**src/rtl/save_results_nch.sv**
```systemverilog
`default_nettype none
// ============================================================================
// Module   : save_results_nch
// Purpose  : Parametrised result writer. Snapshots NUM_CH displacement words
//            when the correlation core flags a result, then writes them one
//            per WRITE cycle into the result BRAM port, separated by a
//            WAIT_CYCLES settle gap. Tracks the record count, flags overrun
//            and overflow, and raises the PS done words on gamma_done.
// Revision : 1.0 - initial release
// ----------------------------------------------------------------------------
// Ports
//   clock         in   rising-edge clock
//   reset         in   synchronous active-high reset
//   results_done  in   record ready on dis_flat (level or pulse)
//   gamma_done    in   frame complete (level)
//   dis_flat      in   NUM_CH*DATA_W, channel c at [c*DATA_W +: DATA_W]
//   addr          out  BRAM byte address
//   we            out  BRAM byte write enables
//   ea            out  BRAM enable
//   din           out  BRAM write data
//   busy          out  record write in progress
//   record_count  out  completed records
//   overrun       out  sticky: new results_done while busy
//   overflow      out  sticky: results_done at capacity
//   result_done   out  bit0 = frame done
//   Save_Done     out  copy of result_done
// ============================================================================
module save_results_nch #(
  parameter int                DATA_W      = 32,
  parameter int                ADDR_W      = 32,
  parameter int                NUM_CH      = 3,
  parameter int                WAIT_CYCLES = 3,
  parameter logic [ADDR_W-1:0] BASE_ADDR   = '0,
  parameter int                STRIDE      = 4,
  parameter int                MAX_RECORDS = 1024,
  localparam int               RC_W        = $clog2(MAX_RECORDS + 1)
) (
  input  logic                     clock,
  input  logic                     reset,
  input  logic                     results_done,
  input  logic                     gamma_done,
  input  logic [NUM_CH*DATA_W-1:0] dis_flat,
  output logic [ADDR_W-1:0]        addr,
  output logic [DATA_W/8-1:0]      we,
  output logic                     ea,
  output logic [DATA_W-1:0]        din,
  output logic                     busy,
  output logic [RC_W-1:0]          record_count,
  output logic                     overrun,
  output logic                     overflow,
  output logic [31:0]              result_done,
  output logic [31:0]              Save_Done
);

  localparam int                CH_W     = (NUM_CH > 1) ? $clog2(NUM_CH) : 1;
  localparam logic [CH_W-1:0]   LAST_CH  = CH_W'(NUM_CH - 1);
  localparam logic [3:0]        GAP_LAST = 4'((WAIT_CYCLES > 0) ? WAIT_CYCLES - 1 : 0);
  localparam logic [RC_W-1:0]   MAX_RC   = RC_W'(MAX_RECORDS);
  localparam logic [ADDR_W-1:0] STRIDE_A = ADDR_W'(STRIDE);

  typedef enum logic [1:0] {
    S_IDLE  = 2'd0,
    S_WRITE = 2'd1,
    S_GAP   = 2'd2,
    S_DONE  = 2'd3
  } state_t;

  state_t              state;
  state_t              state_nxt;
  logic [DATA_W-1:0]   snap [NUM_CH];
  logic [CH_W-1:0]     ch;
  logic [CH_W-1:0]     ch_nxt;
  logic [3:0]          gap_cnt;
  logic [ADDR_W-1:0]   ptr;        // address of the next word to be written
  logic                rd_prev;

  logic                has_room;
  logic                accept;
  logic                advance;    // current channel finished its write + gap
  logic                last_ch;
  logic                next_write;
  logic                record_end;

  assign has_room   = (record_count < MAX_RC);
  assign accept     = (state == S_IDLE) && results_done && has_room;
  assign last_ch    = (ch == LAST_CH);
  assign ch_nxt     = ch + 1'b1;
  assign advance    = ((state == S_WRITE) && (WAIT_CYCLES == 0)) ||
                      ((state == S_GAP) && (gap_cnt == GAP_LAST));
  assign next_write = advance && !last_ch;
  assign record_end = advance && last_ch;

  assign busy        = (state == S_WRITE) || (state == S_GAP);
  assign we          = {(DATA_W/8){state == S_WRITE}};
  assign result_done = {31'b0, state == S_DONE};
  assign Save_Done   = result_done;

  // Next-state logic
  always_comb begin
    state_nxt = state;
    case (state)
      S_IDLE: begin
        // A pending record wins over gamma_done; gamma_done is looked at again
        // on the next IDLE cycle.
        if (results_done) begin
          if (has_room) state_nxt = S_WRITE;
        end else if (gamma_done) begin
          state_nxt = S_DONE;
        end
      end
      S_WRITE: begin
        if (WAIT_CYCLES > 0) state_nxt = S_GAP;
        else if (last_ch)    state_nxt = S_IDLE;
        else                 state_nxt = S_WRITE;
      end
      S_GAP: begin
        if (advance) state_nxt = last_ch ? S_IDLE : S_WRITE;
      end
      S_DONE: begin
        if (!gamma_done) state_nxt = S_IDLE;
      end
      default: state_nxt = S_IDLE;
    endcase
  end

  // State register
  always_ff @(posedge clock) begin
    if (reset) state <= S_IDLE;
    else       state <= state_nxt;
  end

  // Datapath: address/data are loaded on the edge that enters WRITE so they
  // are valid together with we, and simply hold through GAP.
  always_ff @(posedge clock) begin
    if (reset) begin
      addr         <= BASE_ADDR;
      ptr          <= BASE_ADDR;
      din          <= '0;
      ea           <= 1'b0;
      ch           <= '0;
      gap_cnt      <= '0;
      record_count <= '0;
      overrun      <= 1'b0;
      overflow     <= 1'b0;
      rd_prev      <= 1'b0;
      for (int c = 0; c < NUM_CH; c++) snap[c] <= '0;
    end else begin
      ea      <= 1'b1;
      rd_prev <= results_done;

      if (accept) begin
        for (int c = 0; c < NUM_CH; c++) snap[c] <= dis_flat[c*DATA_W +: DATA_W];
        ch   <= '0;
        addr <= ptr;
        ptr  <= ptr + STRIDE_A;
        din  <= dis_flat[DATA_W-1:0];
      end

      if ((state == S_IDLE) && results_done && !has_room) overflow <= 1'b1;

      // Only a fresh assertion counts as an overrun, so a held-high
      // results_done chaining back-to-back records is not flagged.
      if (busy && results_done && !rd_prev) overrun <= 1'b1;

      if (state == S_WRITE)    gap_cnt <= '0;
      else if (state == S_GAP) gap_cnt <= gap_cnt + 1'b1;

      if (next_write) begin
        ch   <= ch_nxt;
        addr <= ptr;
        ptr  <= ptr + STRIDE_A;
        din  <= snap[ch_nxt];
      end

      if (record_end) record_count <= record_count + 1'b1;

      // Leaving DONE re-arms the writer for the next frame.
      if ((state == S_DONE) && !gamma_done) begin
        record_count <= '0;
        ptr          <= BASE_ADDR;
        addr         <= BASE_ADDR;
        overflow     <= 1'b0;
      end
    end
  end

endmodule
`default_nettype wire

```
**config.mk**
```make
export PLATFORM = sky130hd
export DESIGN_NAME = save_results_nch
export DESIGN_NICKNAME = d
export VERILOG_FILES = /design/src/rtl/save_results_nch.sv
export SDC_FILE = /design/constraint.sdc
export NUM_CORES = 1
export LEC_CHECK = 0
export CELL_PAD_IN_SITES_DETAIL_PLACEMENT = 2
export CELL_PAD_IN_SITES_GLOBAL_PLACEMENT = 2
export CORE_UTILIZATION = 30
export CTS_CLUSTER_DIAMETER = 150
export DETAILED_ROUTE_END_ITERATION = 8
export PLACE_DENSITY = 0.87
export SYNTH_ARGS = -nofsm -noshare
export SYNTH_HDL_FRONTEND = slang
export SYNTH_SLANG_ARGS = --single-unit
```
**constraint.sdc**
```tcl
create_clock -name clock -period 4.6 [get_ports clock]
set_clock_uncertainty 0.15 [all_clocks]
set_input_delay 0.92 -clock clock [delete_from_list [all_inputs] [get_ports clock]]
set_output_delay 0.92 -clock clock [all_outputs]
set_load 0.01 [all_outputs]
```
-- Word level (Yosys, flattened, before mapping)
Memories as Yosys holds them, arrays and structs flattened.
Cells that the tools add are included.
- add/subtract/negate cells: 4
- magnitude comparators: 1
- equal/unequal tests: 9
- muxes and demuxes: 24
- bitwise logic cells: 3
- reductions and logical operators: 19
- operators by type and width (kind ; number):
    $mux W32 ; 9
    $add A32 B3 Y32 const B ; 1
    $mux W2 ; 7
    $add A11 B1 Y11 const B ; 1
    $lt A11 B11 Y1 const B ; 1
    $logic_and A1 B1 Y1 ; 9
    $pmux W2 S4 ; 1
    $mux W1 ; 7
    $eq A2 B2 Y1 const B ; 3
    $ne A3 B3 Y1 const B ; 2
    $add A4 B1 Y4 const B ; 1
    $eq A4 B2 Y1 const B ; 1
    $logic_not A1 Y1 ; 4
    $ne A2 B2 Y1 const B ; 2
    $reduce_and A4 Y1 ; 1
    $reduce_or A2 Y1 ; 2
    $or A1 B1 Y1 ; 3
    $add A2 B1 Y2 const B ; 1
    $eq A2 B1 Y1 const B ; 1
    $logic_not A2 Y1 ; 1
    $reduce_bool A2 Y1 ; 1
    $logic_or A1 B1 Y1 ; 1
- register bits: 119
- bits in writable memories: 96
- input port bits: 100
- output and inout port bits: 147
- memories: 1
- memories (memory ; words ; bits a word ; rd ports ; clocked after memory_dff ; wr ports ; RTL line ; text):
    snap ; 3 ; 32 ; 1 ; 0 ; 3 ; 70 ; logic [DATA_W-1:0] snap [NUM_CH];

-- Depth between registers and ports, before layout
- word-level depth: 7
- gate-level depth with buffers: 10
- mapped depth without buffers: 6

-- Worst setup path after synthesis
Ideal clock, no wire load.
- kind: in2reg
- start: input reset
- end: memory snap[0][0], enable pin
- setup time: 458 ps
- arrival time: 3520 ps
- data required time: 3992 ps
- path slack: 472 ps
- stages on the path: 4
- buffers on the path: 2
- cell sequence: clkbuf_1 inv_1 clkbuf_1 nand2_1
- RTL lines (what ; RTL line ; text):
    start: declaration ; 39 ; input logic reset,
    end: declaration ; 70 ;

-- Final worst setup path
- start: register state[0]
- end: register din[3]
- word-level cells in the longest chain between the ends: 4
- elaborated cells between the ends (all ways): 8
- those cells by class: 1 x eq/ne; 1 x mux; 6 x reduce/logical
- RTL lines (what ; RTL line ; text):
    start: declaration ; 68 ; state_t state;
    start signal: assignment ; 129 ; else state <= state_nxt;
    $eq A2 B2 Y1 or $logic_not A2 Y1 (tied branches) ; 89, 85 ;
    $logic_and A1 B1 Y1, on equally long branches ; 89, 85 ;
    $logic_and A1 B1 Y1, on equally long branches ; 90, 85 ;
    $mux W32 or $reduce_bool A2 Y1 (tied branches) ; -- ;
    end signal: assignment ; 156 ; din <= dis_flat[DATA_W-1:0];
    end signal: assignment ; 172 ; din <= snap[ch_nxt];
    end: declaration ; 46 ; output logic [DATA_W-1:0] din,
Several ways; a longest one is shown, not always the timed one.
A chain may end at the register's enable or synchronous reset.

==> impl_metrics.csv <==
group,metric,value,unit
cts,hold_buffers,0,
global_route,grt_use_total,18.6,%
global_route,grt_pass1_vias,8787,
timing,max_freq,325,MHz
logic_synthesis,synth_edf_count,96,
logic_synthesis,yosys_warnings,0,
cts,post_cts_buffers,0,
power_and_ir_drop,seq_power_share,42.5,%
floorplan,row_count,65,
logic_synthesis,synth-seq-area-share,53.1,%
power_and_ir_drop,switching_share,30.4,%
critical_path,r2r_slack,1520,ps
timing,finalCritPeriodShare,66.9,%
cts,cts_max_path_buffers,3,
power_and_ir_drop,power_switching,1.73,mW
global_route,grt_overflow,0,
detailed_routing,drc_errors,0,
logic_synthesis,syn_inst,1011,
cts,ctsRootBufferMaster,"clkbuf_16",
detailed_routing,vias,8079,
cts,cts_tree,"done",
detailed_routing,vias_per_cell,5.02,
critical_path,criticalPathCategory,"reg2reg",
global_route,grt_first_pass_wirelength,49200,µm
logic_synthesis,synth_area,0.00977,mm²
power_and_ir_drop,ir_worst_vdd,0.204,mV
run_status,status,"finished clean",
floorplan,io_pins,247,
critical_path,max_stage_delay,750,ps
critical_path,cp.required,4820,ps
global_route,grt_max_degree,129,
power_and_ir_drop,power_frac_clock,34.7,%
critical_path,path_cells,"inv_1 > ha_1 > nor2b_1 > nand2_2 > buf_4 > nor2_1 > a311oi_1",
cts,htreeDepth,1,
placement,placedCellCount,1562,
floorplan,core-area,0.0318,mm²
placement,placed_area,0.0117,mm²
cells_and_area,fin_util,39.4,%
critical_path,crit_path_start_kind,"register",
global_route,antenna_found_initial,7,
critical_path,arrival,3300,ps
logic_synthesis,ys_ff_latch,211,
placement,gp_congestion,0.753,
cells_and_area,final_cells,1608,
detailed_routing,drt_pre_antenna_iters,5,
cts,clk_latency,510,ps
critical_path,path_max_fanout,52,
worst_hold_path,min_path_type,"reg2reg",
timing,finalSetupTns,0,ps
placement,portBuffers,182,
detailed_routing,antenna_left,0,
timing,hold_violations,0,
critical_path,worst_path_max_delay_cell,"nand2_2",
cts,cts_buffers,25,
logic_synthesis,syn_area_per_cell,9.66,µm²
critical_path,worstReg2RegStart,"state[0]",
timing,max_slew_margin,20.7,%
detailed_routing,drt_iter0_drc,426,
cts,path_clk_slew,60,ps
logic_synthesis,async_flop_share,0,%
cts,cts_sinks,211,
detailed_routing,wl,31200,µm
power_and_ir_drop,p_leak,4.68,nW
run,cap_violations,0,
floorplan,die_area,0.0333,mm²
cells_and_area,fillers,3410,
cells_and_area,fin_nets,1263,
placement,dp_hpwl,20700,µm
floorplan,start_util,30.7,%
cts,ctsResizeCount,0,
power_and_ir_drop,cellPowerDensity,453,mW/mm²
critical_path,crit_family,"simple AND/OR/NAND/NOR gates",
floorplan,die-height,182,µm
critical_path,critPathBufInv,2,
timing,drv_slew,0,
cells_and_area,final_area,0.0125,mm²
logic_synthesis,synth_top_cell_area_share,29.5,%
cells_and_area,layout-drive-gt1-share,6.14,%
timing,whs,302,ps
logic_synthesis,synth_ff_type,"dfxtp_1",
worst_hold_path,hold_start,"addr[13]",
timing,rsz0062_at_grt,"false",
timing,setup_viol,0,
critical_path,crit_start,"state[0]",
cells_and_area,areaGrowthSynthToFinish,28.3,%
timing,worst_slew_pin_slew,1180,ps
detailed_routing,wl_per_cell,19.4,µm
logic_synthesis,synth_cell_types,52,
floorplan,die_w,182,µm
timing,fin_crit,3080,ps
power_and_ir_drop,p_int,3.95,mW
power_and_ir_drop,combPwrFrac,22.8,%
logic_synthesis,netlist.top_cell.by_area,"edfxtp_1",
critical_path,cp-end-kind,"register",
logic_synthesis,synth_area_leaders,"edfxtp_1 30%, dfxtp_1 24%, and3_1 6.3%, nand2_1 5.6%, buf_4 5.2%",
[Yosys cell counts (8+ instances only)]
| cell type | instances |
|---|---|
| nor4_1 | 9 |
| nand4_1 | 14 |
| and2_1 | 8 |
| nand2_1 | 147 |
| buf_4 | 68 |
| o31ai_1 | 13 |
| clkbuf_1 | 64 |
| dfxtp_1 | 115 |
| edfxtp_1 | 96 |
| a311oi_1 | 34 |
| or4_1 | 11 |
| and3_1 | 98 |
| nor2_1 | 79 |
| inv_1 | 14 |
| ha_1 | 9 |
| nand3_1 | 14 |
| nand2b_1 | 10 |
| mux2i_1 | 41 |
| a21oi_1 | 92 |
[registers in the layout (all words and copies together), names as in the netlist]
register and cells:
snap 96, din 32, addr 30, ptr 30, record_count 11, gap_cnt 4
ch 2, state 2, ea 1, overflow 1, overrun 1, rd_prev 1
[kinds of logic (layout without fill, tap and decap cells)]
logic type	Yosys count	after routing	synth area share [%]
other	1	65	0.0384
DFF	211	211	53.1
adders and majority gates	9	9	1.15
AOI/OAI and AO/OA	160	160	10.2
buffers and inverters	157	255	8.76
and+or+nand+nor	423	423	21.8
xor gates and xnor gates	9	9	0.807
muxes	41	41	4.20
[layer usage]
metal / part of all wire (%) / vias to the layer above / track usage (%)
li1: - / 3781 / -
met1: 41 / 4023 / 21.6
met2: 51 / 207 / 34.2
met3: 6.1 / 58 / 4.79
met4: 1.9 / 10 / 4.37
met5: 0.20 / - / 0
[worst paths after layout]
path / endpoint / cells past startpoint
min: addr[13] / 2
max: din[3] / 7
min reg2reg: addr[13] / 2
max reg2reg: din[3] / 7
[through the flow]
stage	power, mW	worst slack [ps]
after CTS	5.77	1490
after detailed placement	3.75	1020
after global routing	5.95	1330
final	5.68	1520
after floorplan	3.21	472
after global placement	3.65	1270
[worst register-to-register path, cell delays in order (launching register included)]
cell,delay (ps)
dfxtp_1,350
inv_1,110
ha_1,420
nor2b_1,420
nand2_2,750
buf_4,510
nor2_1,180
a311oi_1,70
[cell type report]
class | count | area, µm² | area share (%)
well taps | 435 | 544 | 4.34
flip-flops and latches | 211 | 5190 | 41.4
inverters | 14 | 52.6 | 0.419
multi-input cells | 706 | 4000 | 31.9
diodes | 1 | 2.50 | 0.0200
clock inverters | 8 | 77.6 | 0.619
repair buffers | 196 | 1930 | 15.4
clock buffers | 37 | 742 | 5.92
[power groups by stage]
stage / combinational [mW] / clock [mW] / sequential, mW
3_3_place_gp: 1.23 / 0 / 2.42
4_1_cts: 1.32 / 2.03 / 2.42
5_1_grt: 1.42 / 2.09 / 2.44
2_1_floorplan: 0.767 / 0 / 2.44
3_5_place_dp: 1.30 / 0 / 2.45
6_report: 1.29 / 1.97 / 2.42
[layout by cell type, fill, tap and decap left out, types with 5 or more instances in the layout]
master / netlist / final
a21oi_1: 92 / 91
a311oi_1: 34 / 34
and2_1: 8 / 8
and3_1: 98 / 98
and4_1: 6 / 6
buf_4: 68 / 13
clkbuf_1: 64 / 6
clkbuf_16: 0 / 26
clkbuf_8: 0 / 5
clkdlybuf4s50_1: 0 / 181
conb_1: 1 / 64
dfxtp_1: 115 / 114
edfxtp_1: 96 / 96
ha_1: 9 / 8
inv_1: 14 / 13
mux2i_1: 41 / 41
nand2_1: 147 / 145
nand2b_1: 10 / 10
nand3_1: 14 / 14
nand4_1: 14 / 14
nor2_1: 79 / 79
nor3_1: 7 / 7
nor4_1: 9 / 9
o21ai_0: 7 / 7
o31ai_1: 13 / 13
or3_1: 5 / 5
or4_1: 11 / 11
xnor2_1: 7 / 7
No activity file was read; power rests on OpenSTA's default activity.
